==> config.mk <==
export PLATFORM = sky130hd
export DESIGN_NAME = irq_trap_ctrl_flat
export DESIGN_NICKNAME = d
export VERILOG_FILES = /design/src/rtl/irq_trap_ctrl_if.sv /design/src/rtl/irq_trap_ctrl.sv /design/src/flat_wrapper.sv
export SDC_FILE = /design/constraint.sdc
export NUM_CORES = 1
export LEC_CHECK = 0
export CORE_ASPECT_RATIO = 1.75
export CORE_MARGIN = 2
export CORE_UTILIZATION = 44
export DETAILED_ROUTE_END_ITERATION = 7
export PLACE_DENSITY = 0.89
export RECOVER_POWER = 25
export SYNTH_ARGS = -nofsm -noshare
export SYNTH_HDL_FRONTEND = slang
export SYNTH_SLANG_ARGS = --single-unit
export TNS_END_PERCENT = 20
==> constraint.sdc <==
create_clock -name i_CLK -period 3.1 [get_ports i_CLK]
set_input_delay 0.62 -clock i_CLK [delete_from_list [all_inputs] [get_ports i_CLK]]
set_output_delay 0.62 -clock i_CLK [all_outputs]
set_load 0.005 [all_outputs]
==> src/rtl/irq_trap_ctrl_if.sv <==
// CSR access port of the machine-mode trap controller.
// The core side drives the strobe, address and data; the controller returns read data.
interface irq_trap_ctrl_if;
    logic        we;
    logic [11:0] addr;
    logic [31:0] wdata;
    logic [31:0] rdata;

    modport master (
        output we,
        output addr,
        output wdata,
        input  rdata
    );

    modport slave (
        input  we,
        input  addr,
        input  wdata,
        output rdata
    );
endinterface

==> src/rtl/irq_trap_ctrl.sv <==
// Machine-mode interrupt/trap controller feeding the decode stage trap inputs.
// Define IRQ_VECTORED_EN to enable vectored handler dispatch when mtvec[0] is set.
module irq_trap_ctrl #(
    parameter int          N_IRQ       = 4,
    parameter logic [31:0] RESET_MTVEC = 32'h0000_0100
) (
    input  logic             i_CLK,
    input  logic             i_RST,
    input  logic [N_IRQ-1:0] i_IRQ_SRC,
    input  logic             i_EN,
    input  logic [31:0]      i_PC,
    input  logic             i_MODE,
    irq_trap_ctrl_if.slave   csr,
    output logic             o_IRQ,
    output logic [31:0]      o_MEPC,
    output logic [31:0]      o_HANDLER_BASE,
    output logic [31:0]      o_MCAUSE
);

    localparam logic [11:0] A_MSTATUS = 12'h300;
    localparam logic [11:0] A_MIE     = 12'h304;
    localparam logic [11:0] A_MTVEC   = 12'h305;
    localparam logic [11:0] A_MEPC    = 12'h341;
    localparam logic [11:0] A_MCAUSE  = 12'h342;
    localparam logic [11:0] A_MIP     = 12'h344;

    typedef enum logic [1:0] {
        IDLE,
        REQ,
        ENTER,
        HANDLER
    } state_t;

    state_t           state;
    logic             irq_q;
    logic [N_IRQ-1:0] src_q;
    logic [N_IRQ-1:0] pending;
    logic [N_IRQ-1:0] mie_q;
    logic             st_mie;
    logic             st_mpie;
    logic [31:0]      mtvec_q;
    logic [31:0]      mepc_q;
    logic [31:0]      mcause_q;
    logic [3:0]       sel_idx;

    logic [N_IRQ-1:0] edge_set;
    logic [N_IRQ-1:0] elig;
    logic [N_IRQ-1:0] sel_oh;
    logic [3:0]       win_idx;
    logic             sel_live;
    logic             accept;

    logic hit_mstatus, hit_mie, hit_mtvec;
    logic hit_mepc, hit_mcause, hit_mip;

    assign edge_set = i_IRQ_SRC & ~src_q;
    assign elig     = pending & mie_q & {N_IRQ{st_mie}};
    assign accept   = (state == REQ) && i_EN;

    always_comb begin
        win_idx = '0;
        for (int i = N_IRQ - 1; i >= 0; i--) begin
            if (elig[i]) win_idx = 4'(i);
        end
    end

    // One-hot of the latched winner, used for withdraw and claim.
    always_comb begin
        sel_oh = '0;
        for (int i = 0; i < N_IRQ; i++) begin
            sel_oh[i] = (sel_idx == 4'(i));
        end
    end

    assign sel_live = |(elig & sel_oh);

    assign hit_mstatus = (csr.addr == A_MSTATUS);
    assign hit_mie     = (csr.addr == A_MIE);
    assign hit_mtvec   = (csr.addr == A_MTVEC);
    assign hit_mepc    = (csr.addr == A_MEPC);
    assign hit_mcause  = (csr.addr == A_MCAUSE);
    assign hit_mip     = (csr.addr == A_MIP);

    always_comb begin
        csr.rdata = '0;
        unique case (1'b1)
            hit_mstatus: csr.rdata = {24'd0, st_mpie, 3'd0, st_mie, 3'd0};
            hit_mie:     csr.rdata = {{(32-N_IRQ){1'b0}}, mie_q};
            hit_mtvec:   csr.rdata = mtvec_q;
            hit_mepc:    csr.rdata = mepc_q;
            hit_mcause:  csr.rdata = mcause_q;
            hit_mip:     csr.rdata = {{(32-N_IRQ){1'b0}}, pending};
            default:     csr.rdata = '0;
        endcase
    end

    always_ff @(posedge i_CLK) begin
        if (i_RST) begin
            state    <= IDLE;
            irq_q    <= 1'b0;
            src_q    <= '0;
            pending  <= '0;
            mie_q    <= '0;
            st_mie   <= 1'b0;
            st_mpie  <= 1'b0;
`ifdef IRQ_VECTORED_EN
            mtvec_q  <= RESET_MTVEC;
`else
            mtvec_q  <= {RESET_MTVEC[31:2], 2'b00};
`endif
            mepc_q   <= '0;
            mcause_q <= '0;
            sel_idx  <= '0;
        end else begin
            src_q   <= i_IRQ_SRC;
            // A new edge on the claimed line wins over its clear.
            pending <= (pending & ~(accept ? sel_oh : '0)) | edge_set;

            if (csr.we && hit_mie) mie_q <= csr.wdata[N_IRQ-1:0];
            if (csr.we && hit_mtvec) begin
`ifdef IRQ_VECTORED_EN
                mtvec_q <= csr.wdata;
`else
                mtvec_q <= {csr.wdata[31:2], 2'b00};
`endif
            end
            if (csr.we && hit_mstatus) begin
                st_mie  <= csr.wdata[3];
                st_mpie <= csr.wdata[7];
            end
            if (csr.we && hit_mepc) mepc_q <= {csr.wdata[31:2], 2'b00};
            if (csr.we && hit_mcause) mcause_q <= csr.wdata;

            // Trap entry/return updates land last so they override CSR writes.
            case (state)
                IDLE: begin
                    if (|elig && !i_MODE) begin
                        state   <= REQ;
                        irq_q   <= 1'b1;
                        sel_idx <= win_idx;
                    end
                end
                REQ: begin
                    if (i_EN) begin
                        mepc_q   <= i_PC & 32'hFFFF_FFFC;
                        mcause_q <= {1'b1, 26'd0, 1'b1, sel_idx};
                        st_mpie  <= st_mie;
                        st_mie   <= 1'b0;
                        state    <= ENTER;
                        irq_q    <= 1'b0;
                    end else if (!sel_live) begin
                        state <= IDLE;
                        irq_q <= 1'b0;
                    end
                end
                ENTER: begin
                    if (i_MODE) state <= HANDLER;
                end
                HANDLER: begin
                    if (!i_MODE) begin
                        st_mie  <= st_mpie;
                        st_mpie <= 1'b1;
                        state   <= IDLE;
                    end
                end
                default: state <= IDLE;
            endcase
        end
    end

    assign o_IRQ    = irq_q;
    assign o_MEPC   = mepc_q;
    assign o_MCAUSE = mcause_q;

`ifdef IRQ_VECTORED_EN
    logic [31:0] vec_off;
    assign vec_off = {25'd0, 1'b1, sel_idx, 2'b00};
    assign o_HANDLER_BASE = mtvec_q[0]
        ? ({mtvec_q[31:2], 2'b00} + vec_off)
        : {mtvec_q[31:2], 2'b00};
`else
    assign o_HANDLER_BASE = {mtvec_q[31:2], 2'b00};
`endif

endmodule

==> src/flat_wrapper.sv <==
// flat-port wrapper written by rule: the top's interface ports become plain ports
module irq_trap_ctrl_flat 
#(
    parameter int          N_IRQ       = 4,
    parameter logic [31:0] RESET_MTVEC = 32'h0000_0100
)
  (i_CLK, i_RST, i_IRQ_SRC, i_EN, i_PC, i_MODE, o_IRQ, o_MEPC, o_HANDLER_BASE, o_MCAUSE, csr_we, csr_addr, csr_wdata, csr_rdata);
  irq_trap_ctrl_if csr_i ();
  input  logic i_CLK;
  input  logic i_RST;
  input  logic [N_IRQ-1:0] i_IRQ_SRC;
  input  logic i_EN;
  input  logic [31:0] i_PC;
  input  logic i_MODE;
  output logic o_IRQ;
  output logic [31:0] o_MEPC;
  output logic [31:0] o_HANDLER_BASE;
  output logic [31:0] o_MCAUSE;
  input wire logic [$bits(csr_i.we)-1:0] csr_we;
  input wire logic [$bits(csr_i.addr)-1:0] csr_addr;
  input wire logic [$bits(csr_i.wdata)-1:0] csr_wdata;
  output wire logic [$bits(csr_i.rdata)-1:0] csr_rdata;
  assign csr_i.we = csr_we;
  assign csr_i.addr = csr_addr;
  assign csr_i.wdata = csr_wdata;
  assign csr_rdata = csr_i.rdata;
  irq_trap_ctrl #(.N_IRQ(N_IRQ), .RESET_MTVEC(RESET_MTVEC)) u_core (.i_CLK(i_CLK), .i_RST(i_RST), .i_IRQ_SRC(i_IRQ_SRC), .i_EN(i_EN), .i_PC(i_PC), .i_MODE(i_MODE), .csr(csr_i), .o_IRQ(o_IRQ), .o_MEPC(o_MEPC), .o_HANDLER_BASE(o_HANDLER_BASE), .o_MCAUSE(o_MCAUSE));
endmodule
== Word-level counts from Yosys, hierarchy flattened ==
Cells that the tools add are included.

* Equal/unequal tests: 16
* Multiplexer cells: 30
* Bitwise operators: 8
* Reduce and logical (&&, ||, !) cells: 16

{| class="wikitable"
|+ Operator list
! cell !! number
|-
| 32-bit 2-to-1 mux || 6
|-
| 32-bit one-hot mux with 6 select lines || 1
|-
| 12-bit by 10-bit equality test with 1-bit output (second input constant) || 6
|-
| 4-bit bitwise AND || 5
|-
| 4-bit 2-to-1 mux || 4
|-
| 2-bit 2-to-1 mux || 6
|-
| 1-bit 2-to-1 mux || 9
|-
| 4-bit by 2-bit equality test with 1-bit output (second input constant) || 2
|-
| 4-bit inverter || 2
|-
| 2-bit one-hot mux with 4 select lines || 1
|-
| 4-bit OR reduction || 2
|-
| 1-bit logical AND || 7
|-
| 1-bit one-hot mux with 2 select lines || 3
|-
| 2-bit equality test (second input constant) || 2
|-
| 4-bit by 1-bit equality test with 1-bit output (second input constant) || 1
|-
| 4-bit logical NOT || 1
|-
| 2-bit != test (second input constant) || 2
|-
| 4-bit OR || 1
|-
| 4-bit AND reduction || 1
|-
| 3-bit != test (second input constant) || 1
|-
| 3-bit AND reduction || 1
|-
| 2-bit by 1-bit equality test with 1-bit output (second input constant) || 1
|-
| 2-bit logical NOT || 1
|-
| 2-bit by 1-bit != test with 1-bit output (second input constant) || 1
|-
| other kinds (3) || 3
|}

* Register bits: 115
* Output and inout port bits: 129
* Logic and storage cells: 81

== Longest topological paths before layout ==
* Depth after elaboration: 7
* Mapped depth: 7

== Least setup slack after synthesis ==
No wires, ideal clock.

* Path kind: input-to-output
* From: input port csr_addr[6]
* To: output port csr_rdata[0]
* Arrival: 2077 ps
* Data required time: 2480 ps
* Path slack: 403 ps
* Stages on the path: 6
* Cells stage by stage: buf_4 -> or4b_4 -> or3_1 -> clkbuf_1 -> clkbuf_1 -> o22ai_1

* Longest elaborated chain between the ends: 2
* Elaborated cells on any way between the ends: 7
* Those cells by class: eq/ne: 6; mux: 1

{| class="wikitable"
|+ RTL lines
! element !! RTL line !! source
|-
| start: declaration || flat_wrapper.sv:20 || <nowiki>input wire logic [$bits(csr_i.addr)-1:0] csr_addr;</nowiki>
|-
| 12-bit by 10-bit equality test with 1-bit output (tied with other cells) || irq_trap_ctrl.sv:82 || <nowiki>assign hit_mip = (csr.addr == A_MIP);</nowiki>
|-
| 32-bit one-hot mux with 6 select lines (*) || irq_trap_ctrl.sv:86 || <nowiki>unique case (1'b1)</nowiki>
|-
| end: declaration || flat_wrapper.sv:22 || <nowiki>output wire logic [$bits(csr_i.rdata)-1:0] csr_rdata;</nowiki>
|}

Mark *: on every way between the ends. The rest lies on a longest branch, timed or not.

== Final worst setup path ==
* From: input port csr_addr[4]
* To: output port csr_rdata[7]

The elaborated chain is that of the path after synthesis.

==> impl_metrics.yaml <==
setup_path:
  critical_path.endpoint_type: "primary output"
  worst_path_arrival_ns: 2.45
  timing.critical_path.fanout_max: 6
  path_class: "in2out"
  r2r_slack_ns: 1.29
  worstPathRequired_ns: 2.48
  rr_worst_depth: 3
  timing.rr.end: "u_core.st_mpie"
  worst_setup_path_start_kind: "input port"
synth:
  post_synth_instance_area_um2: 5557
  number_of_storage_elements_in_the_synthesis_netlist: 113
  synth_cell_types: 49
  synth-edff-count: 0
  synth.cells.most_frequent: "dfxtp_1, a21oi_1, nand2_1"
  post-synth-top-area-cell: "dfxtp_1"
  syn-instance-count: 679
  syn_area_per_cell_um2: 8.183
  yosys.cell_count.top_type: "dfxtp_1"
  seq_area_frac_synth: 0.4071
  ys.flop_type: "dfxtp_1"
  synth-async-reset-ratio: 0
  netlist.area_leader.share: 0.4071
  synth_area_leaders: "dfxtp_1, a21oi_1, nor3_1, nand2_1, nor3b_1"
  yosysWarningCount: 0
clock_tree:
  cts.sinks: 113
  worst_skew_pair.late_latency_ns: 0.40
  ctsHtreeMaxLevel: 4
  clock_path_buffers: 2
  cts_root_buf: "clkbuf_16"
  clk_pin_slew_worst_paths_ns: 0.06
  holdBufCountCts: 0
  numCtsBuffers: 17
  cts_tree: "built"
power:
  power.leakage_nw: 3.082
  pwr_density_cell_nw_per_um2: 414.8
  max-vdd-ir-drop_v: 0.0003919
  post-layout-total-power_mw: 3.615
min_path:
  hp-start: "u_core.o_MCAUSE[26]"
  min_delay_path_depth: 2
  hold_class: "reg2reg"
  hold_end: "u_core.o_MCAUSE[26]"
grt:
  grt-ovfl-total: 0
  grt_usage: 0.3163
  wire_length_of_the_first_global_routing_pass_mm: 33.50
  antenna_found_initial: 1
  number_of_global_route_vias_before_repair: 6431
  grt_start_max_net_pins: 45
floorplan:
  initial_util: 0.4470
  fp.dieW_um: 88.95
  ios: 214
  fp.dieH_um: 152.7
  floorplan.core_area_um2: 12430
  fp.dieArea_um2: 13580
  row_count: 54
route:
  viasPerCell: 6.152
  detail_route.wirelength_mm: 21.95
  drc_errors: 0
  drt_iter0_markers: 427
  dr_pass1_iterations: 6
  via_count: 6570
  avgRoutedWirePerCell_um: 20.55
  antenna_left: 0
cells_and_area:
  drive_above_1_share: 0.1746
  post_layout_nonfiller_instances: 1068
  num-nets-final: 971
  final_core_utilization: 0.7010
  syn_to_final_growth_pct: 56.83
timing:
  transition_at_the_pin_with_the_smallest_max_transition_slack_ns: 1.845
  timing.final.setup_violations: 0
  postLayoutSetupSlackWorst_ns: 0.02851
  rsz0062_at_grt: "true"
  worst_clock_skew_ns: 0.007242
  maxSlewViolCount: 42
  final.min_clock_period_ns: 3.071
  slew_headroom: -0.2298
  hold_violations: 0
  fmax_mhz: 325.6
  period_share: 0.9908
placement:
  dp_slack_ns: -0.4364
  port-buffer-count: 209
  gp_congestion: 0.8845
  numPlacedInstances: 1031
  dp.final_hpwl_mm: 14.15
run_status:
  result_of_the_run: "finished, violations left"
  failed_checks: "capacitance limit, slew limit"
flow_run:
  max_cap_viol_count: 1
## routing by layer
metal	vias to the layer above	track usage	wire length (µm)
li1	2937	-	-
met2	419	0.5277	11310
met4	0	0.1955	1176
met5	-	0	0
met1	3128	0.3675	7945
met3	86	0.04767	1511
## final cells by class
type / instances / area, µm²
antenna: 1 / 2.502
clock inverter: 12 / 137.6
sequential: 113 / 2262
clock buffer: 20 / 436.7
fill: 982 / 3717
timing repair buffer: 262 / 2469
inverter: 2 / 7.507
tap: 168 / 210.2
multi-input combinational: 490 / 3189
## cells by family (layout without fill, tap and decap cells)
group,after synthesis,after routing,synth area share
DFF,113,113,0.4071
and+or+nand+nor,260,260,0.2630
buffers and inverters,77,296,0.06035
AOI/OAI and AO/OA,220,220,0.2540
muxes,8,8,0.01486
other,1,3,0.0006749
## worst max path at each step
| stage | endpoint | cells after the start | startpoint |
|---|---|---|---|
| 6_report | csr_rdata[7] | 7 | csr_addr[4] |
| 5_1_grt | csr_rdata[7] | 9 | csr_addr[9] |
| 4_1_cts | csr_rdata[20] | 9 | csr_addr[9] |
| 3_5_place_dp | csr_rdata[10] | 9 | csr_addr[9] |
| 3_3_place_gp | csr_rdata[10] | 8 | csr_addr[8] |
| 2_1_floorplan | csr_rdata[0] | 6 | csr_addr[6] |
## metrics by stage
step | hold slack, ns | instance area (µm²) | TNS [ns]
after floorplan | 0.4607 | 5560 | 0
after global placement | 0.4518 | 7986 | -11.62
after detailed placement | 0.4593 | 7986 | -12.01
after CTS | 0.4671 | 8721 | -0.1959
after global routing | 0.4866 | 8715 | -0.08870
final | 0.4671 | 8715 | 0
## cells in the final DEF, fill, tap and decap left out, types with 3 or more instances in the layout
cell             Yosys  layout
clkdlybuf4s50_1      0     124
dfxtp_1            113     113
a21oi_1             69      69
nand2_1             67      66
nor3_1              64      64
dlygate4sd3_1        0      47
o21ai_0             42      41
buf_4                3      40
nand4_1             35      35
nor3b_1             33      32
a22oi_1             31      31
buf_2               10      31
o21bai_1            29      29
o2bb2ai_2            0      19
clkbuf_16            0      17
nor2_1              15      14
buf_12               0       8
nand3_1              8       7
nor2b_1             10       7
mux2i_1              6       6
o2bb2ai_1           27       6
dlygate4sd2_1        0       6
clkbuf_1            59       5
clkinvlp_4           0       5
a211oi_1             5       4
clkinv_4             0       4
o22ai_2              0       3
nand3b_1             3       3
a31oi_1              3       3
nand2b_1             3       3
## registers in the layout, summed over array words and instances, names as in the netlist, 2 cells and up, named ones only
signal / flops
u_core.mie_q: 4
u_core.o_MCAUSE: 32
u_core.mtvec_q: 30
u_core.o_MEPC: 32
u_core.src_q: 4
u_core.sel_idx: 2
u_core.pending: 4
## timing repair
item                       CTS  global route
pin swaps                    2             1
setup endpoints to repair   32            32
resized for setup          157            17
gates cloned                 2             0
setup buffers                2             0
## where the power goes
part	switching (mW)	internal, mW	total, mW
clock network	0.692	1.18	1.88
registers	0.00665	1.46	1.47
logic	0.132	0.140	0.272
## critical path, stage by stage
cell	delay [ns]
dlygate4sd2_1	0.24
or4b_4	0.55
or3_4	0.44
buf_8	0.16
buf_16	0.15
o22ai_2	0.15
buf_2	0.13
Power figures use the tool's default switching activity.
